### src/rtl/goertzel_pkg.sv
// Shared definitions for the Goertzel block: receiver FSM states, STATUS
// register bit masks and the offset-binary to two's-complement helper.
package goertzel_pkg;

    typedef enum logic [1:0] {
        RX_IDLE  = 2'd0,
        RX_ARMED = 2'd1,
        RX_RUN   = 2'd2,
        RX_DONE  = 2'd3
    } rx_state_t;

    // STATUS register bit masks
    localparam logic [31:0] STATUS_RESULT_RDY_MSK  = 32'h0000_0001;
    localparam logic [31:0] STATUS_OVF_MSK         = 32'h0000_0002;
    localparam logic [31:0] STATUS_RX_DONE_MSK     = 32'h0000_0004;
    localparam logic [31:0] STATUS_RX_PAIR_ERR_MSK = 32'h0000_0008;
    localparam logic [31:0] STATUS_RX_EN_ERR_MSK   = 32'h0000_0010;

    // Widest sample the helper below handles; callers zero-extend into it.
    localparam int unsigned OB_MAXW = 32;

    // Offset binary -> two's complement of a w-bit value: invert the MSB.
    function automatic logic [OB_MAXW-1:0] ob2tc(input logic [OB_MAXW-1:0] v,
                                                 input int unsigned       w);
        return v ^ (OB_MAXW'(1) << (w - 1));
    endfunction

endpackage

### src/rtl/goertzel_sample_rx_diff_pair_rx.sv
// Registers one differential p/n bus. Data is the p leg; a bit is in error
// when both legs agree.
module diff_pair_rx #(
    parameter int unsigned W = 1
) (
    input  logic         clk,
    input  logic         rstn,
    input  logic [W-1:0] p,
    input  logic [W-1:0] n,
    output logic [W-1:0] data,
    output logic [W-1:0] err
);

    logic [W-1:0] p_q, n_q;

    // Single capture stage; pins are board-synchronous to clk.
    always_ff @(posedge clk) begin
        if (!rstn) begin
            p_q <= '0;
            n_q <= '0;
        end else begin
            p_q <= p;
            n_q <= n;
        end
    end

    assign data = p_q;
    assign err  = p_q ~^ n_q;

endmodule

### src/rtl/goertzel_sample_rx.sv
// Sample front-end for the Goertzel bank: checks differential pin pairs,
// frames NS samples after arm, converts offset binary to two's complement and
// drives one registered stream plus sticky status. NS must be at least 2.
module goertzel_sample_rx
    import goertzel_pkg::*;
#(
    parameter int unsigned NS = 100000,
    parameter int unsigned SW = 8,
    parameter int unsigned CW = $clog2(NS + 1)
) (
    input  logic          clk,
    input  logic          rstn,
    input  logic          enable_p,
    input  logic          enable_n,
    input  logic [SW-1:0] sample_p,
    input  logic [SW-1:0] sample_n,
    input  logic          arm,
    input  logic          err_clr,
    output logic          out_valid,
    output logic [SW-1:0] out_sample,
    output logic          out_first,
    output logic          out_last,
    output logic          busy,
    output logic          done,
    output logic          pair_err,
    output logic          en_err,
    output logic [CW-1:0] sample_cnt
);

    localparam logic [CW-1:0] CNT_MAX  = CW'(NS);
    localparam logic [CW-1:0] CNT_LAST = CW'(NS - 1);

    // Input register stage
    logic          en_data, en_pair_bad;
    logic [SW-1:0] smp_data, smp_pair_bad;

    diff_pair_rx #(.W(1)) u_en_rx (
        .clk  (clk),
        .rstn (rstn),
        .p    (enable_p),
        .n    (enable_n),
        .data (en_data),
        .err  (en_pair_bad)
    );

    diff_pair_rx #(.W(SW)) u_smp_rx (
        .clk  (clk),
        .rstn (rstn),
        .p    (sample_p),
        .n    (sample_n),
        .data (smp_data),
        .err  (smp_pair_bad)
    );

    // A valid pair with p high means p=1, n=0.
    logic          en_ok, en_bad, bit_bad;
    logic [SW-1:0] s2c, fwd_sample;

    assign en_ok      = en_data & ~en_pair_bad;
    assign en_bad     = en_pair_bad;
    assign bit_bad    = |smp_pair_bad;
    assign s2c        = SW'(ob2tc(OB_MAXW'(smp_data), SW));
    // Broken pairs are replaced by mid-scale so the filters see no garbage.
    assign fwd_sample = bit_bad ? '0 : s2c;

    rx_state_t     state_q, state_d;
    logic          valid_q, valid_d;
    logic          first_q, first_d;
    logic          last_q, last_d;
    logic [SW-1:0] sample_q, sample_d;
    logic          busy_q, busy_d;
    logic          done_q, done_d;
    logic          pair_err_q, pair_err_d;
    logic          en_err_q, en_err_d;
    logic [CW-1:0] cnt_q, cnt_d;

    // Next-state and next-output decode of the framing FSM.
    always_comb begin
        logic fwd, set_en, set_pair;
        state_d  = state_q;
        valid_d  = 1'b0;
        first_d  = 1'b0;
        last_d   = 1'b0;
        sample_d = '0;
        cnt_d    = cnt_q;
        done_d   = 1'b0;
        fwd      = 1'b0;
        set_en   = 1'b0;
        set_pair = 1'b0;

        unique case (state_q)
            RX_IDLE: begin
                if (arm) begin
                    state_d = RX_ARMED;
                    cnt_d   = '0;
                end
            end
            RX_ARMED: begin
                if (en_ok) begin
                    fwd     = 1'b1;
                    first_d = 1'b1;
                    state_d = RX_RUN;
                end else if (en_bad) begin
                    set_en = 1'b1;
                end
            end
            RX_RUN: begin
                if (en_ok) begin
                    fwd = 1'b1;
                end else begin
                    // Truncated window: count is kept for software to read.
                    set_en  = 1'b1;
                    state_d = RX_IDLE;
                end
            end
            RX_DONE: begin
                // done rises one cycle after the last beat, as out_valid drops.
                if (arm) begin
                    state_d = RX_ARMED;
                    cnt_d   = '0;
                end else begin
                    done_d = 1'b1;
                end
            end
            default: state_d = RX_IDLE;
        endcase

        if (fwd) begin
            valid_d  = 1'b1;
            sample_d = fwd_sample;
            set_pair = bit_bad;
            if (cnt_q != CNT_MAX) cnt_d = cnt_q + CW'(1);
            if (cnt_q == CNT_LAST) begin
                last_d  = 1'b1;
                state_d = RX_DONE;
            end
        end

        busy_d     = (state_d == RX_ARMED) || (state_d == RX_RUN);
        // Sticky flags: a new error in the clear cycle wins.
        pair_err_d = set_pair | (pair_err_q & ~err_clr);
        en_err_d   = set_en | (en_err_q & ~err_clr);
    end

    // FSM state and all registered outputs.
    always_ff @(posedge clk) begin
        if (!rstn) begin
            state_q    <= RX_IDLE;
            valid_q    <= 1'b0;
            first_q    <= 1'b0;
            last_q     <= 1'b0;
            sample_q   <= '0;
            busy_q     <= 1'b0;
            done_q     <= 1'b0;
            pair_err_q <= 1'b0;
            en_err_q   <= 1'b0;
            cnt_q      <= '0;
        end else begin
            state_q    <= state_d;
            valid_q    <= valid_d;
            first_q    <= first_d;
            last_q     <= last_d;
            sample_q   <= sample_d;
            busy_q     <= busy_d;
            done_q     <= done_d;
            pair_err_q <= pair_err_d;
            en_err_q   <= en_err_d;
            cnt_q      <= cnt_d;
        end
    end

    assign out_valid  = valid_q;
    assign out_sample = sample_q;
    assign out_first  = first_q;
    assign out_last   = last_q;
    assign busy       = busy_q;
    assign done       = done_q;
    assign pair_err   = pair_err_q;
    assign en_err     = en_err_q;
    assign sample_cnt = cnt_q;

endmodule

### config.mk
export PLATFORM = sky130hd
export DESIGN_NAME = goertzel_sample_rx
export DESIGN_NICKNAME = d
export VERILOG_FILES = /design/src/rtl/goertzel_pkg.sv /design/src/rtl/goertzel_sample_rx_diff_pair_rx.sv /design/src/rtl/goertzel_sample_rx.sv
export SDC_FILE = /design/constraint.sdc
export NUM_CORES = 1
export LEC_CHECK = 0
export ABC_AREA = 0
export CORE_UTILIZATION = 26
export DETAILED_ROUTE_END_ITERATION = 8
export PLACE_DENSITY_LB_ADDON = 0.3
export RECOVER_POWER = 100
export SYNTH_ARGS = -nofsm -noshare
export SYNTH_HDL_FRONTEND = slang
export SYNTH_SLANG_ARGS = --single-unit
### constraint.sdc
create_clock -name clk -period 2.9 [get_ports clk]
set_input_delay 0.58 -clock clk [delete_from_list [all_inputs] [get_ports clk]]
set_output_delay 0.58 -clock clk [all_outputs]
set_load 0.05 [all_outputs]
# Word-level counts from Yosys, hierarchy flattened
# Cells that the tools add are included.
[classes] eq_ne=7 n_reduce_logical=9 bitwise=12 mux=20 n_addsub=1
[op_table] cell="17-bit two-way mux" count=4
[op_table] cell="17-bit by 1-bit adder with 17-bit output (second input constant)" count=1
[op_table] cell="17-bit == test (second input constant)" count=1
[op_table] cell="17-bit inequality test (second input constant)" count=1
[op_table] cell="2-bit two-way mux" count=5
[op_table] cell="10-bit OR reduction" count=1
[op_table] cell="1-bit two-way mux" count=9
[op_table] cell="8-bit OR reduction" count=1
[op_table] cell="8-bit XNOR" count=1
[op_table] cell="2-bit == test (second input constant)" count=3
[op_table] cell="2-bit one-hot mux with 3 select lines" count=1
[op_table] cell="2-bit AND reduction" count=3
[op_table] cell="1-bit inverter" count=5
[op_table] cell="2-bit by 1-bit == test with 1-bit output (second input constant)" count=2
[op_table] cell="2-bit OR reduction" count=2
[op_table] cell="1-bit AND" count=3
[op_table] cell="2-bit zero test" count=1
[op_table] cell="1-bit OR" count=2
[op_table] cell="1-bit one-hot mux with 2 select lines" count=1
[op_table] cell="1-bit logical OR" count=1
[op_table] cell="1-bit XNOR" count=1
[word_totals] elab_cells=63 reg_bits=52 out_inout_bits=32 inputBits=22

# Logic depth before layout (Yosys ltp)
# Gate-level depths: netlist of the first run.
[depth] ltp_word=9 ltp_mapped=6

# By module
# Synthesis of the first run repeated with hierarchy kept, for this count alone.
[hier_totals] cells_unflattened=230 area_unflattened_um2=2200.9
[by_module_without_submodules] module="goertzel_sample_rx" instances=1 seq_area_each_um2=680.7 cells_each=184 area_per_inst_um2=1620.3
[by_module_without_submodules] module="diff_pair_rx at u_smp_rx" instances=1 seq_area_each_um2=320.3 cells_each=41 area_per_inst_um2=516.7
[by_module_without_submodules] module="diff_pair_rx at u_en_rx" instances=1 seq_area_each_um2=40.0 cells_each=5 area_per_inst_um2=63.8

# Worst setup path after synthesis of the first run
# No wires, ideal clock.
[synth_timing] kind="reg2reg" startpoint="reg state_q[0]" endpoint="reg cnt_q[14] (netlist: sample_cnt[14])" arrival_time_ps=1776 synth_period_minus_slack_ps=1896 path_slack_ps=1004 setup_time_ps=120 stages_incl_launch_ff=7 required_ps=2780 path_buffers=0 path_cell_list="dfxtp_1 > inv_1 > ha_1 > nand3b_1 > nor3_1 > nand4_1 > mux2i_1"
[synth_via] elab_chain_cells=5 elab_cells_between_ends=10
[synth_lines] item="start: declaration" line="goertzel_sample_rx.sv:66" source="rx_state_t state_q, state_d;"
[synth_lines] item="start signal: assignment" line="goertzel_sample_rx.sv:159" source="state_q <= state_d;"
[synth_lines] item="2-bit == test / 2-bit zero test (equally long branches)" line="goertzel_sample_rx.sv:91" source="unique case (state_q)"
[synth_lines] item="2-bit OR reduction (no source line)"
[synth_lines] item="17-bit two-way mux"
[synth_lines] item="17-bit two-way mux" line="goertzel_sample_rx.sv:132" source="if (cnt_q != CNT_MAX) cnt_d = cnt_q + CW'(1);"
[synth_lines] item="17-bit two-way mux (*)" line="goertzel_sample_rx.sv:128" source="if (fwd) begin"
[synth_lines] item="end signal: assignment" line="goertzel_sample_rx.sv:168" source="cnt_q <= cnt_d;"
[synth_lines] item="end: declaration" line="goertzel_sample_rx.sv:75" source="logic [CW-1:0] cnt_q, cnt_d;"
# Every way passes the cells marked *; elsewhere a longest branch is shown, timed or not.
# A chain may end at the register's enable or synchronous reset.

# Worst setup path after layout of the first run
[layout_timing] startpoint="reg cnt_q[12] (netlist: sample_cnt[12])" endpoint="out sample_cnt[12]"
[layout_rtl] item="end: declaration" line="goertzel_sample_rx.sv:27" source="output logic [CW-1:0] sample_cnt"
# No word-level cell between the ends.

==> flow_summary.json, run 1 <==
{
  "syn2layout_area_growth_pct": 34.24,
  "ys_ff_latch": 52,
  "fin_ws_ns": 0.5547,
  "insertion_delay_ns": 0.30,
  "grt_pass1_vias": 1647,
  "final_area_um2": 2855,
  "path_cells": "dlygate4sd3_1",
  "die_h_um": 92.45,
  "slew_headroom_pct": 46.25,
  "cts_tree": "built",
  "yosysWarnings": 0,
  "die_w_um": 92.45,
  "syn-cell-area_um2": 2127,
  "finalHoldViolCount": 0,
  "min_path_type": "flip-flop to flip-flop",
  "slowest_stage": "dlygate4sd3_1",
  "outcome": "finished clean",
  "power.density_nw_per_um2": 452.0,
  "maxCapViolCount": 0,
  "final_nets": 302,
  "drt_iter0_drc": 37,
  "dp_slack_ns": 0.6506,
  "seq_area_frac_synth_pct": 48.94,
  "via_per_inst": 4.346,
  "synthDistinctLibCells": 47,
  "ant_nets": 0,
  "hpwl_um": 3470,
  "drive_gt1_share_pct": 6.204,
  "rows": 32,
  "syn_inst": 216,
  "grt_overflow_total": 0,
  "max_freq_ghz": 0.4264,
  "hold_ws_ns": 0.4544,
  "h-tree-depth": 2,
  "synthFlopType": "dfxtp_1",
  "worstSetupPathType": "flip-flop to output port",
  "fin_tns_setup_ns": 0,
  "cp_top_family": "buffers and inverters",
  "fin_worst_skew_ns": 0.004528,
  "synth_common_cells": "dfxtp_1, and2_1, nand2_1",
  "cts_setup_buffers": 0,
  "clock-sinks": 52,
  "drc": 0,
  "cts_made_buffers": 5,
  "hold_buffers": 0,
  "finalWirelength_um": 4444,
  "netlist_top_cells_area": "dfxtp_1, and2_1, xor2_1",
  "cp_data_required_time_ns": 2.32,
  "routabilityCongestion": 0.7784,
  "setup_violations": 0,
  "clk_pin_slew_ns": 0.10,
  "netlist.top_cell.by_area": "dfxtp_1",
  "dr.pass1.iters": 4,
  "finalCritPeriodShare_pct": 80.87,
  "cts_root_buffer": "clkbuf_8",
  "slowest_delay_ns": 0.93,
  "place_area_um2": 2768,
  "clock_path_buffers": 2,
  "worstPathBufferInverterCount": 1,
  "cp.arrival_ns": 1.77,
  "grt_pass1_wl_um": 7479,
  "crit_fanout": 7,
  "postCtsResizedCells": 0,
  "synth_top_area_share_pct": 48.94,
  "grt_use_total_pct": 11.06,
  "avgSynthCellArea_um2": 9.847,
  "async_reset_ff_share_pct": 0,
  "p_leak_uw": 0.001189,
  "startpoint_type": "flip-flop",
  "synth_nets": 245,
  "wl_per_cell_um": 11.82,
  "grt_max_degree": 23,
  "yosysMostFrequentCell": "dfxtp_1",
  "dieArea_um2": 8547,
  "core-area_um2": 7807,
  "synth-edff-count": 0,
  "vdd_drop_max_uv": 220.5,
  "slew_violations": 0,
  "start_util_pct": 27.24,
  "ioPinCount": 54,
  "worst_pin_slew_ns": 0.7991,
  "grt_antenna_before_repair": 0,
  "cp-end-kind": "output port",
  "vias": 1634,
  "antenna-diode-count": 0,
  "period_minus_slack_ns": 2.345,
  "numPortBuffers": 53,
  "rsz0062_at_grt": "false"
}
-- cells by family (layout without fill, tap and decap cells) --
family,count (synthesis),in the layout,share of synthesized area (%)
buffers and inverters,15,73,3.294
muxes,3,3,1.412
AOI/OAI and AO/OA,23,23,7.707
and+or+nand+nor,98,98,27.12
xor gates and xnor gates,18,18,7.412
DFF,52,52,48.94
adders and majority gates,7,7,4.117
-- routing by layer --
layer  GRT usage (%)  up-vias  share of wire (%)
li1                -      853                  -
met1           13.03      752                 46
met2           19.51       27                 49
met3           2.545        2                3.2
met4           3.906        0               0.99
met5               0        -                  0
-- placed cells by master, fill, tap and decap left out, types with 2 or more instances in the layout --
master           Yosys  routed
o21ai_0              3       3
clkdlybuf4s50_1      0      20
o21a_1               2       2
ha_1                 7       7
nand4_1              8       8
nor2b_1              2       2
clkbuf_8             1       5
nand3_1              6       6
mux2i_1              3       3
inv_1               10      10
nand2_1             17      17
dlygate4sd3_1        0      33
and3_1               2       2
dfxtp_1             52      52
and2_1              29      17
xor2_1              13      13
nor2_1              13      13
and4_1               2       2
nand2b_1             2       2
a21oi_1              4       4
nor4_1               3       3
nor3_1               4       4
xnor2_1              5       5
and2_0               0      12
-- worst paths after layout --
path                          to              from  slack, ns  cells after the start
hold reg to reg    out_sample[7]  u_smp_rx.data[7]       0.45                      1
hold / removal     out_sample[7]  u_smp_rx.data[7]       0.45                      1
setup / recovery  sample_cnt[12]    sample_cnt[12]       0.55                      1
setup reg to reg  sample_cnt[14]        state_q[0]       0.76                      6
-- final cells by class --
type	count	area (µm²)
inverters	10	37.54
fillers	814	4952
repair buffers	55	541.8
well taps	102	127.6
multi-input cells	149	1016
clock buffers	5	68.82
clock inverters	3	22.52
flip-flops and latches	52	1041
-- power by group --
| part | internal [µW] | total (µW) | leakage [µW] | switching, µW |
|---|---|---|---|---|
| Sequential | 734 | 746 | 0.000424 | 11.6 |
| Clock | 173 | 416 | 0.0000485 | 243 |
| Combinational | 63.0 | 129 | 0.000716 | 65.8 |
-- per-stage QoR --
stage	utilization (%)	cells	total power [µW]
2_1_floorplan	-	216	840.0
3_3_place_gp	35.45	368	894.3
3_5_place_dp	35.45	368	895.3
4_1_cts	36.62	376	1314
5_1_grt	36.57	376	1355
6_report	36.57	376	1291
-- sequential cells by signal (all words and copies together) (netlist names) --
signal and cells:
out_sample 8, out_first 1, u_smp_rx.data 8, out_valid 1
out_last 1, u_en_rx.data 1, u_en_rx.n_q 1, en_err 1
u_smp_rx.n_q 8, done 1, pair_err 1, sample_cnt 17
busy 1, state_q 2
No activity file was read; power rests on OpenSTA's default activity.
==> run 2, diff against run 1 <==
clock period = 2.2 ns   (was 2.9 ns; I/O delays follow)
==> run 2 against run 1 <==
Worst setup slack worse by 0.45 ns. Global-route usage up 0.52 points. Count of clock-buffer cells in the layout up 2. Non-clock buffer count up 5. Core utilization up 0.22 points. Cell area up 0.61%. Clock skew up 0.0039 ns. Critical path depth unchanged. Critical endpoint is now sample_cnt[4]. Cell count up 1.3%. Register-to-register slack worse by 0.62 ns. Sequential share of layout area down 0.22 points. Total power up 33%.
==> flow_summary.json, run 2 (synthesized netlist as in run 1, its figures left out) <==
{
  "cts_root_buffer": "clkbuf_8",
  "hold_buffers": 0,
  "fin_ws_ns": 0.1003,
  "hp-start": "u_smp_rx.data[7]",
  "setup_violations": 0,
  "numPortBuffers": 53,
  "final_common_cell": "dfxtp_1",
  "ant_nets": 0,
  "cp_top_family": "buffers and inverters",
  "cts_setup_buffers": 0,
  "rrSetupSlack_ns": 0.14,
  "min_path_type": "flip-flop to flip-flop",
  "ff2ff_path_depth": 4,
  "cp-end-kind": "output port",
  "vias": 1641,
  "crit_fanout": 9,
  "grt_use_total_pct": 11.58,
  "finalWirelength_um": 4589,
  "slew_headroom_pct": 53.46,
  "slowest_stage": "clkdlybuf4s50_1",
  "dr.pass1.iters": 4,
  "period_minus_slack_ns": 2.100,
  "die_w_um": 92.45,
  "grt_pass1_vias": 1548,
  "syn2layout_area_growth_pct": 35.06,
  "routabilityCongestion": 0.7933,
  "drc": 0,
  "power.switching_uw": 404.0,
  "final_nets": 307,
  "swShare_pct": 23.51,
  "fin_util_pct": 36.79,
  "cp.arrival_ns": 1.66,
  "grt_max_degree": 21,
  "finalHoldViolCount": 0,
  "grt_overflow_total": 0,
  "largest_register_ffs": 17,
  "p_leak_uw": 0.001170,
  "slew_violations": 0,
  "layout_common_cells": "dfxtp_1, clkdlybuf4s50_1, dlygate4sd3_1, and2_1, nand2_1",
  "insertion_delay_ns": 0.30,
  "clk_pin_slew_ns": 0.09,
  "cts_tree": "built",
  "grt_antenna_before_repair": 0,
  "fin_worst_skew_ns": 0.008458,
  "clock-sinks": 52,
  "worstSetupPathType": "flip-flop to output port",
  "wl_per_cell_um": 12.04,
  "die_h_um": 92.45,
  "rows": 32,
  "cts_made_buffers": 5,
  "rr_endpoint": "sample_cnt[1]",
  "power.density_nw_per_um2": 598.0,
  "path_cells": "clkdlybuf4s50_1",
  "postCtsResizedCells": 0,
  "seq_power_share_pct": 57.2,
  "hpwl_um": 3501,
  "core-area_um2": 7807,
  "slowest_delay_ns": 0.87,
  "clockPowerShare_pct": 32.3,
  "dp_slack_ns": 0.1969,
  "ioPinCount": 54,
  "worstHoldPathCells": 1,
  "clock_path_buffers": 2,
  "cp_data_required_time_ns": 1.76,
  "via_per_inst": 4.307,
  "start_util_pct": 27.24,
  "maxCapViolCount": 0,
  "combPwrFrac_pct": 10.5,
  "p_int_uw": 1314,
  "dieArea_um2": 8547,
  "max_freq_ghz": 0.4762,
  "r2r_start": "sample_cnt[8]",
  "finalCritPeriodShare_pct": 95.44,
  "h-tree-depth": 2,
  "outcome": "finished clean",
  "startpoint_type": "flip-flop",
  "hold_ws_ns": 0.4559,
  "fin_tns_setup_ns": 0,
  "antenna-diode-count": 0,
  "rsz0062_at_grt": "false",
  "worst_pin_slew_ns": 0.6918,
  "min_to": "out_sample[7]",
  "vdd_drop_max_uv": 341.9,
  "worstPathBufferInverterCount": 1,
  "drt_iter0_drc": 77,
  "grt_pass1_wl_um": 7776,
  "drive_gt1_share_pct": 6.810
}
-- run 2: changes by cell type in the layout (fill, tap and decap cells not counted), moves of 2 or more --
cell             before  now
and2_0               12    9
and2_1               17   20
buf_4                 1    4
clkbuf_1              1    5
clkdlybuf4s50_1      20   27
dlygate4sd3_1        33   25
nor3_1                4    2
nor3_2                0    2
-- run 2: power groups by stage --
| stage | combinational (µW) | sequential, µW | clock [µW] |
|---|---|---|---|
| 6_report | 180 | 983 | 555 |
| 5_1_grt | 200 | 987 | 624 |
| 4_1_cts | 187 | 983 | 579 |
| 3_5_place_dp | 186 | 1010 | 0 |
| 3_3_place_gp | 184 | 1000 | 0 |
| 2_1_floorplan | 84.1 | 1020 | 0 |
-- run 2: worst max-delay path by stage --
stage / from / slack, ns / depth (start not counted) / to
finish: sample_cnt[4] / 0.10 / 1 / sample_cnt[4]
global route: sample_cnt[4] / 0.01 / 1 / sample_cnt[4]
CTS: sample_cnt[12] / 0.04 / 1 / sample_cnt[12]
detailed placement: state_q[0] / 0.20 / 6 / sample_cnt[13]
global placement: state_q[0] / 0.29 / 6 / sample_cnt[14]
floorplan: state_q[0] / 0.30 / 6 / sample_cnt[14]
-- run 2: area by class of cell --
cell class	count	area [µm²]
fill	816	4935
clock inverter	1	7.507
multi-input combinational	149	1007
sequential	52	1041
timing repair buffer	60	565.5
inverter	10	37.54
tap	102	127.6
clock buffer	7	86.33
-- run 2: per-stage QoR --
| step | total power [µW] | cells | area [µm²] |
|---|---|---|---|
| finish | 1718 | 381 | 2873 |
| global route | 1812 | 381 | 2873 |
| CTS | 1750 | 381 | 2899 |
| detailed placement | 1191 | 373 | 2805 |
| global placement | 1189 | 373 | 2805 |
| floorplan | 1107 | 216 | 2127 |
-- run 2: routing by layer --
metal  GRT usage, %  share of wire [%]  up-vias
met5              0                  0        -
met4          3.125                1.2        0
met3          2.545                3.9        5
met2          18.77                 46       32
met1          15.45                 49      748
li1               -                  -      856
==> run 3, diff against run 2 <==
CTS_CLUSTER_DIAMETER = 50   (was unset)
==> results of run 3 <==
The final DEF is identical to that of run 2; final timing and power are the same.
